===== src/rtl/camera_capture_scheduler.sv =====
// Round-robin frame scheduler: grants one camera PHY at a time onto the shared DMA path,
// counts beats/lines of the granted frame and reports per-frame completion status.
module camera_capture_scheduler #(
  parameter int NUM_CAM      = 2,
  parameter int PIX_PER_BEAT = 2,
  parameter int TIMEOUT_W    = 24
) (
  input  logic                 sys_clk,
  input  logic                 sys_rst,
  input  logic                 enable,
  input  logic [NUM_CAM-1:0]   cam_mask,
  input  logic [15:0]          lineWidth,
  input  logic [15:0]          frameHeight,
  input  logic [TIMEOUT_W-1:0] timeout_cycles,
  input  logic [NUM_CAM-1:0]   locked,
  input  logic [NUM_CAM-1:0]   frame_valid,
  input  logic [NUM_CAM-1:0]   new_frame,
  input  logic [NUM_CAM-1:0]   pixel_vld,
  output logic [NUM_CAM-1:0]   cameraSel,
  output logic [NUM_CAM-1:0]   camera_in_progress,
  output logic [2:0]           dma_sel,
  output logic                 frame_done,
  output logic [1:0]           frame_err,
  output logic [2:0]           done_cam,
  output logic [31:0]          frame_cnt,
  output logic                 busy
);

  localparam logic [2:0] S_IDLE    = 3'd0;
  localparam logic [2:0] S_SELECT  = 3'd1;
  localparam logic [2:0] S_ARM     = 3'd2;
  localparam logic [2:0] S_CAPTURE = 3'd3;
  localparam logic [2:0] S_DONE    = 3'd4;

  localparam logic [NUM_CAM-1:0] ONE     = NUM_CAM'(1);
  localparam logic [16:0]        PPB     = 17'(PIX_PER_BEAT);
  localparam logic [2:0]         LAST_IX = 3'(NUM_CAM - 1);

  logic [2:0]           state, state_nxt, rr_ptr, sel_idx;
  logic [1:0]           err_q, err_nxt;
  logic [15:0]          lw_q, fh_q, line_cnt;
  logic [16:0]          beat_cnt, beat_sum;
  logic [TIMEOUT_W-1:0] wd_cnt;
  logic                 fv_q, sel_found, wd_hit, line_wrap, last_line;
  logic                 g_locked, g_fv, g_nf, g_pv;
  logic [NUM_CAM-1:0]   elig;

  assign elig = cam_mask & locked;

  // cameraSel is one-hot while a camera is granted, so masking picks its strobes
  assign g_locked = |(locked & cameraSel);
  assign g_fv     = |(frame_valid & cameraSel);
  assign g_nf     = |(new_frame & cameraSel);
  assign g_pv     = |(pixel_vld & cameraSel);

  assign wd_hit    = (timeout_cycles != '0) && (wd_cnt >= timeout_cycles - TIMEOUT_W'(1));
  assign beat_sum  = beat_cnt + PPB;
  assign line_wrap = beat_sum >= {1'b0, lw_q};
  assign last_line = line_wrap && (({1'b0, line_cnt} + 17'd1) == {1'b0, fh_q});
  assign busy      = (state != S_IDLE);

  always_comb begin
    int j;
    j         = 0;
    sel_found = 1'b0;
    sel_idx   = '0;
    for (int i = 0; i < NUM_CAM; i++) begin
      j = int'(rr_ptr) + i;
      if (j >= NUM_CAM) j = j - NUM_CAM;
      if (!sel_found && elig[j]) begin
        sel_found = 1'b1;
        sel_idx   = 3'(j);
      end
    end
  end

  // Termination priority: lock loss, then timeout, then normal completion, then short frame
  always_comb begin
    state_nxt = state;
    err_nxt   = err_q;
    case (state)
      S_IDLE:   if (enable && |elig) state_nxt = S_SELECT;
      S_SELECT: state_nxt = sel_found ? S_ARM : S_IDLE;
      S_ARM: begin
        if (!g_locked)   begin state_nxt = S_DONE; err_nxt = 2'd3; end
        else if (wd_hit) begin state_nxt = S_DONE; err_nxt = 2'd2; end
        else if (g_nf) begin
          if (lw_q == '0 || fh_q == '0) begin state_nxt = S_DONE; err_nxt = 2'd0; end
          else state_nxt = S_CAPTURE;
        end
      end
      S_CAPTURE: begin
        if (!g_locked)                begin state_nxt = S_DONE; err_nxt = 2'd3; end
        else if (wd_hit)              begin state_nxt = S_DONE; err_nxt = 2'd2; end
        else if (g_pv && last_line)   begin state_nxt = S_DONE; err_nxt = 2'd0; end
        else if (fv_q && !g_fv)       begin state_nxt = S_DONE; err_nxt = 2'd1; end
      end
      S_DONE:   state_nxt = enable ? S_SELECT : S_IDLE;
      default:  state_nxt = S_IDLE;
    endcase
  end

  always_ff @(posedge sys_clk) begin
    if (sys_rst) begin
      state              <= S_IDLE;
      rr_ptr             <= '0;
      err_q              <= '0;
      lw_q               <= '0;
      fh_q               <= '0;
      beat_cnt           <= '0;
      line_cnt           <= '0;
      wd_cnt             <= '0;
      fv_q               <= 1'b0;
      cameraSel          <= '0;
      camera_in_progress <= '0;
      dma_sel            <= '0;
      frame_done         <= 1'b0;
      frame_err          <= '0;
      done_cam           <= '0;
      frame_cnt          <= '0;
    end else begin
      state      <= state_nxt;
      err_q      <= err_nxt;
      frame_done <= 1'b0;
      fv_q       <= g_fv;
      if (state_nxt != state || !(state == S_ARM || state == S_CAPTURE)) wd_cnt <= '0;
      else wd_cnt <= wd_cnt + TIMEOUT_W'(1);
      case (state)
        S_SELECT: if (sel_found) begin
          dma_sel   <= sel_idx;
          cameraSel <= ONE << sel_idx;
          lw_q      <= lineWidth;
          fh_q      <= frameHeight;
        end
        S_ARM: if (g_nf && g_locked && !wd_hit) begin
          camera_in_progress <= cameraSel;
          beat_cnt           <= '0;
          line_cnt           <= '0;
        end
        S_CAPTURE: if (g_pv) begin
          if (line_wrap) begin
            beat_cnt <= '0;
            line_cnt <= line_cnt + 16'd1;
          end else begin
            beat_cnt <= beat_sum;
          end
        end
        S_DONE: begin
          cameraSel          <= '0;
          camera_in_progress <= '0;
          frame_done         <= 1'b1;
          frame_err          <= err_q;
          done_cam           <= dma_sel;
          frame_cnt          <= frame_cnt + 32'd1;
          rr_ptr             <= (dma_sel >= LAST_IX) ? 3'd0 : dma_sel + 3'd1;
        end
        default: ;
      endcase
    end
  end

endmodule


===== config.mk =====
export PLATFORM = sky130hd
export DESIGN_NAME = camera_capture_scheduler
export DESIGN_NICKNAME = d
export VERILOG_FILES = /design/src/rtl/camera_capture_scheduler.sv
export SDC_FILE = /design/constraint.sdc
export NUM_CORES = 1
export LEC_CHECK = 0
export ABC_AREA = 1
export BUFFER_PORTS_ARGS = -buffer_cell sky130_fd_sc_hd__buf_4
export CORE_MARGIN = 1.5
export CORE_UTILIZATION = 53
export CTS_CLUSTER_SIZE = 25
export DETAILED_ROUTE_END_ITERATION = 8
export PLACE_DENSITY = 0.77
export SLEW_MARGIN = 10
export SYNTH_ARGS = -nofsm -noshare
export SYNTH_HDL_FRONTEND = slang
export SYNTH_SLANG_ARGS = --single-unit

===== constraint.sdc =====
create_clock -name sys_clk -period 3.1 [get_ports sys_clk]
set_input_delay 0 -clock sys_clk [delete_from_list [all_inputs] [get_ports sys_clk]]
set_output_delay 0 -clock sys_clk [all_outputs]
set_load 0.02 [all_outputs]

==> results of run 1 <==
==> power by group through the flow <==
stage               clock network, mW  logic [mW]  registers [mW]
finish                           2.31       0.432            1.86
global route                     2.41       0.474            1.86
detailed placement                  0       0.356            1.90
floorplan                           0       0.184            1.90
global placement                    0       0.349            1.90
CTS                              2.32       0.398            1.86
==> repair_timing <==
action                                  4_1_cts  5_1_grt
gates resized for setup                      20       86
hold buffers                                 36        0
cloned                                        0        4
endpoints found under the hold margin        50        0
buffers inserted                              5       10
pin swaps                                     8       12
endpoints found under the setup margin       58       63
==> layout by cell type, fill, tap and decap left out, drive strengths merged, types with 4 or more instances in the layout <==
master and n:
nor2 142, xor2 42, bufinv 5, nand3b 6
o21bai 4, a21oi 94, dlygate4sd3 36, o22ai 6
inv 177, xnor2 23, nand3 92, nand4 22
clkbuf 26, nor3b 4, clkinv 6, o21ai 77
buf 205, ha 53, nor4 22, nand2 222
dfxtp 142, nor3 61, a211oi 7
==> how the worst max path moves through the flow <==
stage                           start            to  slack (ns)  cells after the start
floorplan           timeout_cycles[1]  line_cnt[12]       -0.05                     25
CTS                       beat_cnt[2]     wd_cnt[2]       -0.13                     23
detailed placement  timeout_cycles[1]   beat_cnt[6]       -0.46                     25
finish                    beat_cnt[2]    wd_cnt[20]       -0.25                     24
global route              beat_cnt[5]     wd_cnt[8]       -0.50                     25
global placement    timeout_cycles[1]   beat_cnt[6]       -0.35                     25
==> registers in the layout, indices dropped and copies added, names as in the netlist, 16 cells and up <==
name and flops:
wd_cnt 24, lw_q 16, frame_cnt 32, fh_q 16, line_cnt 16, beat_cnt 16
==> cell type report <==
cell class / instances / area, sq um / share of cell area (%)
Multi-Input combinational cell: 894 / 5530 / 45.7
Sequential cell: 142 / 2850 / 23.5
Timing Repair Buffer: 245 / 2120 / 17.5
Inverter: 178 / 676 / 5.59
Clock buffer: 22 / 474 / 3.92
Tap cell: 216 / 270 / 2.23
Clock inverter: 10 / 183 / 1.51
Antenna cell: 1 / 2.50 / 0.0207
==> routing by layer <==
metal	part of all wire [%]	GRT usage [%]
met5	0	0
met2	49	47.2
met3	6.2	6.83
met4	2.5	7.72
met1	43	35.8
==> kinds of logic after synthesis <==
kind of cell | count (synthesis)
simple gates | 575
buf+inv | 208
compound gates | 200
flops | 142
xor+xnor | 66
fa+ha+maj | 53
==> per-stage QoR <==
| step | instances | setup TNS [ns] | utilization [%] | power [mW] |
|---|---|---|---|---|
| 6_report | 1708 | -9.71 | 75.6 | 4.60 |
| 5_1_grt | 1708 | -23.38 | 75.6 | 4.75 |
| 4_1_cts | 1693 | -3.06 | 72.2 | 4.58 |
| 3_5_place_dp | 1620 | -23.80 | 65.2 | 2.25 |
| 3_3_place_gp | 1620 | -18.70 | 65.2 | 2.25 |
| 2_1_floorplan | 1244 | -0.964 | - | 2.08 |
==> worst max-delay path: stages, from the launching register on <==
cell and delay (ns):
dfxtp_2 0.35, ha_4 0.14, nand4_1 0.15, nor2_2 0.16
nand2_2 0.10, nor2_4 0.11, inv_2 0.06, buf_4 0.12
nand2_1 0.13, inv_1 0.08, ha_1 0.28, nand2_1 0.11
nor2_4 0.05, nand4_1 0.10, nor3_2 0.05, nor2_1 0.10
nand2_1 0.08, nor2_2 0.15, nand2_1 0.09, nand3_2 0.12
nand3b_1 0.10, nand2_2 0.11, nand3_4 0.15, buf_12 0.20
nor3_4 0.18
==> flow_metrics.py, run 1 <==
metrics = {
    "global_routing": {
        "grt_pass1_vias": 8542,
        "antenna_found_initial": 1,
        "global_route.usage.total_pct": 28.0,
        "grt_overflow": 0,
        "grt_pass1_wl_microns": 39800,
        "grt_max_degree": 67,
    },
    "floorplanning": {
        "core_area_sq_mm": 0.0160,
        "dieArea_sq_mm": 0.0173,
        "io_pins": 115,
        "num_rows": 46,
        "start_util_pct": 54.6,
        "die_x_microns": 131,
        "die_y_microns": 131,
    },
    "final_layout": {
        "area_delta_synth_final_pct": 38.5,
        "nets": 1600,
        "final_area_sq_mm": 0.0121,
        "nFillCells": 1155,
        "drive_gt1_share_pct": 25.2,
    },
    "critical_path": {
        "rrSetupSlack_ns": -0.25,
        "rr_endpoint": "wd_cnt[20]",
        "worstReg2RegStart": "beat_cnt[2]",
        "crit_fanout": 6,
        "endpoint_kind": "register",
        "worstPathArrival_ns": 3.70,
        "crit_required_ns": 3.45,
        "r2r_cells": 24,
        "criticalPathCategory": "reg2reg",
        "cp-start-kind": "register",
    },
    "power_and_ir_drop": {
        "p_sw_share_pct": 23.0,
        "vdd_drop_max_v": 0.000429,
        "p_int_mw": 3.55,
        "power_frac_clock_pct": 50.2,
        "p_sw_mw": 1.06,
        "pwr-share-seq_pct": 40.4,
        "p_per_area_mw_per_mm2": 381,
        "leakage_nw": 5.14,
        "combPwrFrac_pct": 9.4,
    },
    "sta": {
        "finalWorstSetupSlack_ns": -0.255,
        "period_share_pct": 108,
        "clock.fmax_mhz": 298,
        "min_period_ns": 3.35,
        "relSlewSlack_pct": 34.3,
        "fin_skew_ns": 0.0133,
        "holdWs_ns": 0.0594,
        "rsz0062_at_grt": "yes",
        "slew_violations": 0,
        "hold_viol": 0,
        "setup_violations": 57,
        "worst_slew_pin_slew_ns": 0.986,
    },
    "clock_tree": {
        "clk_pin_slew_worst_paths_ns": 0.06,
        "clk_latency_ns": 0.43,
        "clock_sinks": 142,
        "numCtsBuffers": 17,
        "cts_tree": "yes",
        "cts.path.max_buffers": 2,
        "root_buffer": "clkbuf_16",
        "ctsHtreeMaxLevel": 4,
    },
    "yosys": {
        "ys_seq_area_share_pct": 32.6,
        "yosysUniqueCellTypes": 48,
        "synth_most_common_cell": "nand2_1",
        "synthTopCellsByCount": "nand2_1 (215), inv_1 (173), dfxtp_1 (142), nor2_1 (131), a21oi_1 (94)",
        "synthAdderAreaFrac_pct": 7.59,
        "syn_area_per_cell_sq_um": 7.02,
        "synth-xor-area-share_pct": 6.78,
        "synthArstFlopShare_pct": 0,
        "synth_fp_nets": 1366,
        "synth-main-ff-cell": "dfxtp_1",
        "syn_inst": 1244,
        "synthTopCellsByArea": "dfxtp_1 (33%), nand2_1 (9.2%), ha_1 (7.6%)",
        "yosys.area.top_type": "dfxtp_1",
        "synth_compound_area_share_pct": 12.3,
        "synth_edf_count": 0,
        "synth.area.mux_share_pct": 0,
        "syn_area_sq_mm": 0.00873,
        "synth_top_family_by_area": "simple AND/OR/NAND/NOR gates",
        "yosysWarnings": 0,
        "synth_top_area_share_pct": 32.6,
        "synth-simple-area-share_pct": 31.4,
        "synth.ff_latch_count": 142,
    },
    "routing": {
        "drc": 0,
        "wl_per_cell_microns": 15.2,
        "vias": 9269,
        "dr.pass1.iters": 6,
        "dr.first_iter.drc_count": 613,
        "routed_via_density": 5.43,
        "postRouteAntennaNets": 0,
        "wl_microns": 25900,
    },
    "min_path": {
        "hp-start": "cam_mask[1]",
        "worstHoldEndpoint": "cameraSel[1]",
        "hold_class": "in2reg",
        "whs_path_depth": 5,
    },
    "placement": {
        "postPlaceCellArea_sq_mm": 0.0104,
        "dp_slack_ns": -0.459,
        "gp_congestion": 0.891,
        "io_buffers": 114,
        "hpwlAfterDp_microns": 17200,
    },
    "flow_run": {
        "maxCapViolations": 0,
    },
    "run_status": {
        "violations": "setup timing",
        "status": "complete, but fails checks",
    },
}
Power figures use the tool's default switching activity.
==> run 2: changes to the inputs <==
- PLACE_DENSITY: 0.77 -> unset
- PLACE_DENSITY_LB_ADDON: unset -> 0.2
==> flow_metrics.py, run 2 (synthesis gave the netlist of run 1 again) <==
metrics = {
    "clock_tree": {
        "cts.path.max_buffers": 2,
        "clk_latency_ns": 0.43,
        "cts_tree": "yes",
        "numCtsBuffers": 17,
        "root_buffer": "clkbuf_16",
        "ctsHtreeMaxLevel": 4,
        "clock_sinks": 142,
        "clk_pin_slew_worst_paths_ns": 0.06,
    },
    "power_and_ir_drop": {
        "combPwrFrac_pct": 9.3,
        "p_per_area_mw_per_mm2": 373,
        "p_sw_share_pct": 23.5,
        "leakage_nw": 5.14,
        "power_frac_clock_pct": 49.0,
        "p_int_mw": 3.41,
        "pwr-share-seq_pct": 41.7,
        "vdd_drop_max_v": 0.000420,
        "p_sw_mw": 1.05,
    },
    "sta": {
        "finalWorstSetupSlack_ns": -0.218,
        "worst_slew_pin_slew_ns": 0.611,
        "period_share_pct": 107,
        "slew_violations": 0,
        "fin_skew_ns": 0.00699,
        "clock.fmax_mhz": 301,
        "relSlewSlack_pct": 59.3,
        "setup_violations": 35,
        "hold_viol": 0,
        "min_period_ns": 3.32,
        "rsz0062_at_grt": "yes",
    },
    "global_routing": {
        "busiest_layer": "met2",
        "grtUsageMet2_pct": 47.2,
        "antenna_found_initial": 0,
        "gr-usage-met3_pct": 5.90,
        "grt_pass1_wl_microns": 40000,
        "grt_max_degree": 67,
        "grt_overflow": 0,
        "grt_pass1_vias": 8538,
        "global_route.usage.total_pct": 28.0,
        "grt_util_met1_pct": 35.4,
    },
    "placement": {
        "io_buffers": 114,
        "gp_congestion": 0.956,
        "hpwlAfterDp_microns": 16900,
        "dp_slack_ns": -0.394,
        "placedCellCount": 1621,
        "postPlaceCellArea_sq_mm": 0.0104,
    },
    "flow_run": {
        "maxCapViolations": 0,
    },
    "min_path": {
        "hold_class": "in2reg",
        "whs_path_depth": 5,
    },
    "routing": {
        "routed_via_density": 5.28,
        "postRouteAntennaNets": 0,
        "wl_microns": 24800,
        "dr.first_iter.drc_count": 576,
        "wl_per_cell_microns": 14.5,
        "dr.pass1.iters": 6,
        "vias": 9025,
        "drc": 0,
    },
    "final_layout": {
        "layout_common_cells": "nand2_1 (202), buf_4 (194), inv_1 (165), dfxtp_1 (138), nor2_1 (123)",
        "largest_reg_flops": 32,
        "area_delta_synth_final_pct": 36.8,
        "final_cells": 1708,
        "antenna_cells": 0,
        "top_regs": "frame_cnt (32), wd_cnt (24)",
        "fin_util_pct": 74.7,
        "regMostFlops": "frame_cnt",
        "final_area_sq_mm": 0.0119,
        "nets": 1602,
        "final_common_cell": "nand2_1",
        "drive_gt1_share_pct": 24.0,
    },
    "run_status": {
        "violations": "setup timing",
        "status": "complete, but fails checks",
    },
    "critical_path": {
        "r2r_cells": 25,
        "crit_required_ns": 3.45,
        "cp-start-kind": "register",
        "endpoint_kind": "register",
        "worstPathArrival_ns": 3.67,
        "criticalPathCategory": "reg2reg",
        "crit_fanout": 6,
    },
    "floorplanning": {
        "start_util_pct": 54.6,
        "dieArea_sq_mm": 0.0173,
        "num_rows": 46,
        "die_y_microns": 131,
        "die_x_microns": 131,
        "io_pins": 115,
        "core_area_sq_mm": 0.0160,
    },
}
run 2: stage by stage:
step                hold slack, ns  total power [mW]  setup TNS [ns]
global route                 0.105              4.60          -15.35
floorplan                    0.135              2.08          -0.964
CTS                         0.0482              4.46           -1.32
detailed placement           0.238              2.25          -20.64
finish                      0.0429              4.46           -4.94
global placement             0.225              2.24          -16.05
run 2: what timing repair did:
item / CTS / global route
setup endpoints to repair: 58 / 63
pin swaps: 4 / 4
hold buffers: 36 / 0
hold endpoints to repair: 55 / 0
cloned: 0 / 2
gates resized for setup: 37 / 45
buffers inserted: 12 / 7
run 2: routing by layer:
| layer | vias up | wire length (microns) |
|---|---|---|
| met5 | - | 0 |
| met1 | 4129 | 10800 |
| li1 | 4571 | - |
| met4 | 0 | 748 |
| met3 | 52 | 1440 |
| met2 | 273 | 11900 |
run 2: path summary, 6_finish.rpt:
kind	from	to	slack, ns
worst min-delay path	cam_mask[1]	cameraSel[1]	0.04
worst max-delay path	beat_cnt[2]	wd_cnt[3]	-0.22
worst max register to register	beat_cnt[2]	wd_cnt[3]	-0.22
worst min register to register	beat_cnt[16]	beat_cnt[16]	0.46
run 2: critical path: stages, from the launching register on:
cell,delay (ns)
dfxtp_2,0.36
buf_6,0.10
nand2_2,0.05
nor2_4,0.10
buf_4,0.13
nand3_1,0.18
xor2_2,0.23
inv_1,0.06
ha_1,0.29
nand2_1,0.06
nor2_1,0.24
nand3_1,0.11
nand3_1,0.10
nand2_1,0.05
nand2_1,0.06
nand2_1,0.05
nand2_1,0.05
nand2_1,0.08
nand2_1,0.10
nand3_2,0.13
nand3_2,0.13
nand3_2,0.11
nand2_2,0.09
nand2_4,0.06
buf_6,0.14
nor3_2,0.17
run 2: power groups by stage:
stage                     clock (mW)  sequential [mW]  combinational, mW
final                           2.19             1.86              0.415
after global routing            2.29             1.86              0.458
after CTS                       2.20             1.86              0.397
after detailed placement           0             1.90              0.351
after global placement             0             1.90              0.346
after floorplan                    0             1.90              0.184
run 2: area by class of cell:
| type | count | area, sq um |
|---|---|---|
| multi-input cells | 894 | 5450 |
| inverters | 178 | 673 |
| flip-flops and latches | 142 | 2850 |
| clock buffers | 18 | 439 |
| clock inverters | 13 | 188 |
| repair buffers | 247 | 2080 |
| well taps | 216 | 270 |
| fillers | 1218 | 4050 |
==> run 3: changes to the inputs <==
- ABC_AREA: 1 -> unset
==> flow_metrics.py, run 3 <==
metrics = {
    "critical_path": {
        "crit_required_ns": 3.47,
        "critPathMaxStageDelay_ns": 0.38,
        "crit_family": "simple AND/OR/NAND/NOR gates",
        "crit_fanout": 7,
        "cp-start-kind": "register",
        "cp_slowest_cell": "nor4b_4",
        "endpoint_kind": "register",
        "crit_buf_inv": 3,
        "path_cells": "buf_4 -> nand3_4 -> nor2_4 -> nand2_2 -> nor2_2 -> xor2_1 -> ha_1 -> a21o_1 -> a21oi_2 -> o21ai_2 -> nor4b_4 -> and3_1 -> nor2_1 -> buf_4 -> nand2_4 -> nand2b_4 -> clkbuf_16 -> a21oi_2",
        "worstPathArrival_ns": 4.01,
        "criticalPathCategory": "reg2reg",
    },
    "routing": {
        "wl_microns": 27300,
        "dr.first_iter.drc_count": 767,
        "postRouteAntennaNets": 0,
        "vias": 8949,
        "dr.pass1.iters": 7,
        "wl_per_cell_microns": 18.0,
        "routed_via_density": 5.90,
        "drc": 0,
    },
    "min_path": {
        "hold_class": "in2reg",
    },
    "final_layout": {
        "seq_area_sq_mm": 0.00285,
        "multiInputGateArea_sq_mm": 0.00580,
        "nFillCells": 956,
        "layout_common_cells": "buf_4 (234), nand2_1 (148), dfxtp_1 (139), nor2_1 (95), a21oi_1 (68)",
        "top_regs": "frame_cnt (32), wd_cnt (24)",
        "drive_gt1_share_pct": 31.3,
        "largest_reg_flops": 32,
        "regMostFlops": "frame_cnt",
        "antenna_cells": 0,
        "final_common_cell": "buf_4",
        "nets": 1439,
        "area_delta_synth_final_pct": 46.6,
    },
    "sta": {
        "fin_skew_ns": 0.00782,
        "rsz0062_at_grt": "yes",
        "relSlewSlack_pct": 44.7,
        "hold_viol": 0,
        "clock.fmax_mhz": 275,
        "period_share_pct": 117,
        "min_period_ns": 3.64,
        "holdWs_ns": 0.107,
        "slew_violations": 0,
        "setup_violations": 63,
        "finalWorstSetupSlack_ns": -0.538,
        "worst_slew_pin_slew_ns": 0.830,
    },
    "yosys": {
        "yosysWarnings": 0,
        "synthTopCellsByArea": "dfxtp_1 (35%), ha_1 (8.1%), nand2_1 (7.2%)",
        "synth_fp_nets": 1162,
        "yosysUniqueCellTypes": 65,
        "synth_top_family_by_area": "simple AND/OR/NAND/NOR gates",
        "synth_compound_area_share_pct": 14.3,
        "ys_seq_area_share_pct": 34.6,
        "syn_area_per_cell_sq_um": 7.90,
        "syn_area_sq_mm": 0.00822,
        "yosys.area.top_type": "dfxtp_1",
        "synth_top_area_share_pct": 34.6,
        "synth-xor-area-share_pct": 11.7,
        "synth_most_common_cell": "nand2_1",
        "synth_edf_count": 0,
        "synth.ff_latch_count": 142,
        "synth-main-ff-cell": "dfxtp_1",
        "syn_inst": 1040,
        "synthAdderAreaFrac_pct": 8.07,
        "synthArstFlopShare_pct": 0,
        "synth.area.mux_share_pct": 0.609,
        "synthTopCellsByCount": "nand2_1 (157), dfxtp_1 (142), nor2_1 (120), a21oi_1 (86), xnor2_1 (58)",
        "synth-simple-area-share_pct": 27.4,
    },
    "global_routing": {
        "grt_pass1_vias": 8597,
        "grt_util_met1_pct": 37.7,
        "gr-usage-met3_pct": 7.24,
        "antenna_found_initial": 0,
        "grtUsageMet2_pct": 54.2,
        "grt_max_degree": 64,
        "global_route.usage.total_pct": 31.4,
        "grt_pass1_wl_microns": 41000,
        "busiest_layer": "met2",
        "grt_overflow": 0,
    },
    "power_and_ir_drop": {
        "p_int_mw": 3.20,
        "leakage_nw": 4.77,
        "p_total_mw": 4.29,
        "pwr-share-seq_pct": 43.1,
        "p_sw_mw": 1.09,
        "p_per_area_mw_per_mm2": 356,
        "power_frac_clock_pct": 47.5,
        "vdd_drop_max_v": 0.000413,
        "p_sw_share_pct": 25.4,
        "combPwrFrac_pct": 9.4,
    },
    "run_status": {
        "violations": "setup timing",
        "status": "complete, but fails checks",
    },
    "placement": {
        "io_buffers": 114,
        "dp_slack_ns": -0.959,
        "hpwlAfterDp_microns": 16400,
        "gp_congestion": 0.926,
    },
    "clock_tree": {
        "clk_latency_ns": 0.44,
        "clk_pin_slew_worst_paths_ns": 0.06,
        "clock_sinks": 142,
        "numCtsBuffers": 17,
        "cts.path.max_buffers": 2,
        "ctsHtreeMaxLevel": 4,
        "cts_tree": "yes",
        "root_buffer": "clkbuf_16",
    },
    "floorplanning": {
        "die_x_microns": 128,
        "die_y_microns": 128,
        "start_util_pct": 54.3,
        "io_pins": 115,
        "core_area_sq_mm": 0.0151,
        "dieArea_sq_mm": 0.0163,
        "num_rows": 45,
    },
    "flow_run": {
        "maxCapViolations": 0,
    },
}
## run 3: cell count changes in the layout (fill, tap and decap cells not counted), sizes merged, moves of 7 or more
cell    delta
or3       +18
nor3      -37
nand2b    +11
inv      -141
and3      +22
nor2      -22
nand3     -51
buf       +50
xnor2     +35
xor2      +10
a21oi      -7
nand2     -64
or4        +8
o21ai     -43
## run 3: cells by family (layout without fill, tap and decap cells)
logic type / count (synthesis) / count (layout)
AND/OR/NAND/NOR: 472 / 473
AO/OA/AOI/OAI: 187 / 187
flip-flops: 142 / 142
XOR/XNOR: 110 / 110
buffers and inverters: 71 / 360
adder cells (fa/ha/maj): 53 / 53
multiplexers: 5 / 5
## run 3: power by group through the flow
stage	clock (mW)	sequential, mW	combinational (mW)
3_3_place_gp	0	1.89	0.326
4_1_cts	2.04	1.85	0.384
3_5_place_dp	0	1.89	0.332
5_1_grt	2.13	1.85	0.428
2_1_floorplan	0	1.89	0.147
6_report	2.04	1.85	0.404
## run 3: final timing paths
kind	slack, ns	cells past startpoint	endpoint	startpoint
min reg2reg	0.46	2	done_cam[1]	done_cam[1]
min	0.11	4	err_q[0]	locked[1]
max	-0.54	18	beat_cnt[5]	beat_cnt[2]
max reg2reg	-0.54	18	beat_cnt[5]	beat_cnt[2]
## run 3: layer usage
layer	wire length [microns]	part of all wire, %
met3	1880	6.9
met5	0	0
met2	13300	49
met1	11000	40
met4	1140	4.2
## run 3: timing repair
action	in CTS	in global routing
cloned	5	1
endpoints found under the setup margin	63	63
resized for setup	77	73
pin swaps	36	49
hold buffers	35	0
endpoints found under the hold margin	34	0
setup buffers	18	7
## run 3: worst register-to-register path, cell delays in order, from the launching register on
cell	delay [ns]
dfxtp_2	0.36
buf_4	0.15
nand3_4	0.09
nor2_4	0.16
nand2_2	0.11
nor2_2	0.18
xor2_1	0.28
ha_1	0.33
a21o_1	0.19
a21oi_2	0.15
o21ai_2	0.10
nor4b_4	0.38
and3_1	0.30
nor2_1	0.13
buf_4	0.19
nand2_4	0.09
nand2b_4	0.10
clkbuf_16	0.18
a21oi_2	0.12
## run 3: layout make-up
class,count,share of cell area (%)
Multi-Input combinational cell,828,48.1
Sequential cell,142,23.6
Timing Repair Buffer,295,20.4
Clock buffer,19,3.76
Tap cell,188,1.95
Clock inverter,13,1.08
Inverter,33,1.03
## run 3: through the flow
| step | cell area (sq um) | util (%) | cells | TNS, ns |
|---|---|---|---|---|
| detailed placement | 10300 | 67.9 | 1430 | -48.81 |
| global route | 12000 | 79.5 | 1518 | -29.01 |
| global placement | 10300 | 67.9 | 1430 | -39.06 |
| floorplan | 8380 | - | 1040 | -18.39 |
| CTS | 11800 | 77.8 | 1516 | -14.88 |
| finish | 12000 | 79.5 | 1518 | -24.93 |
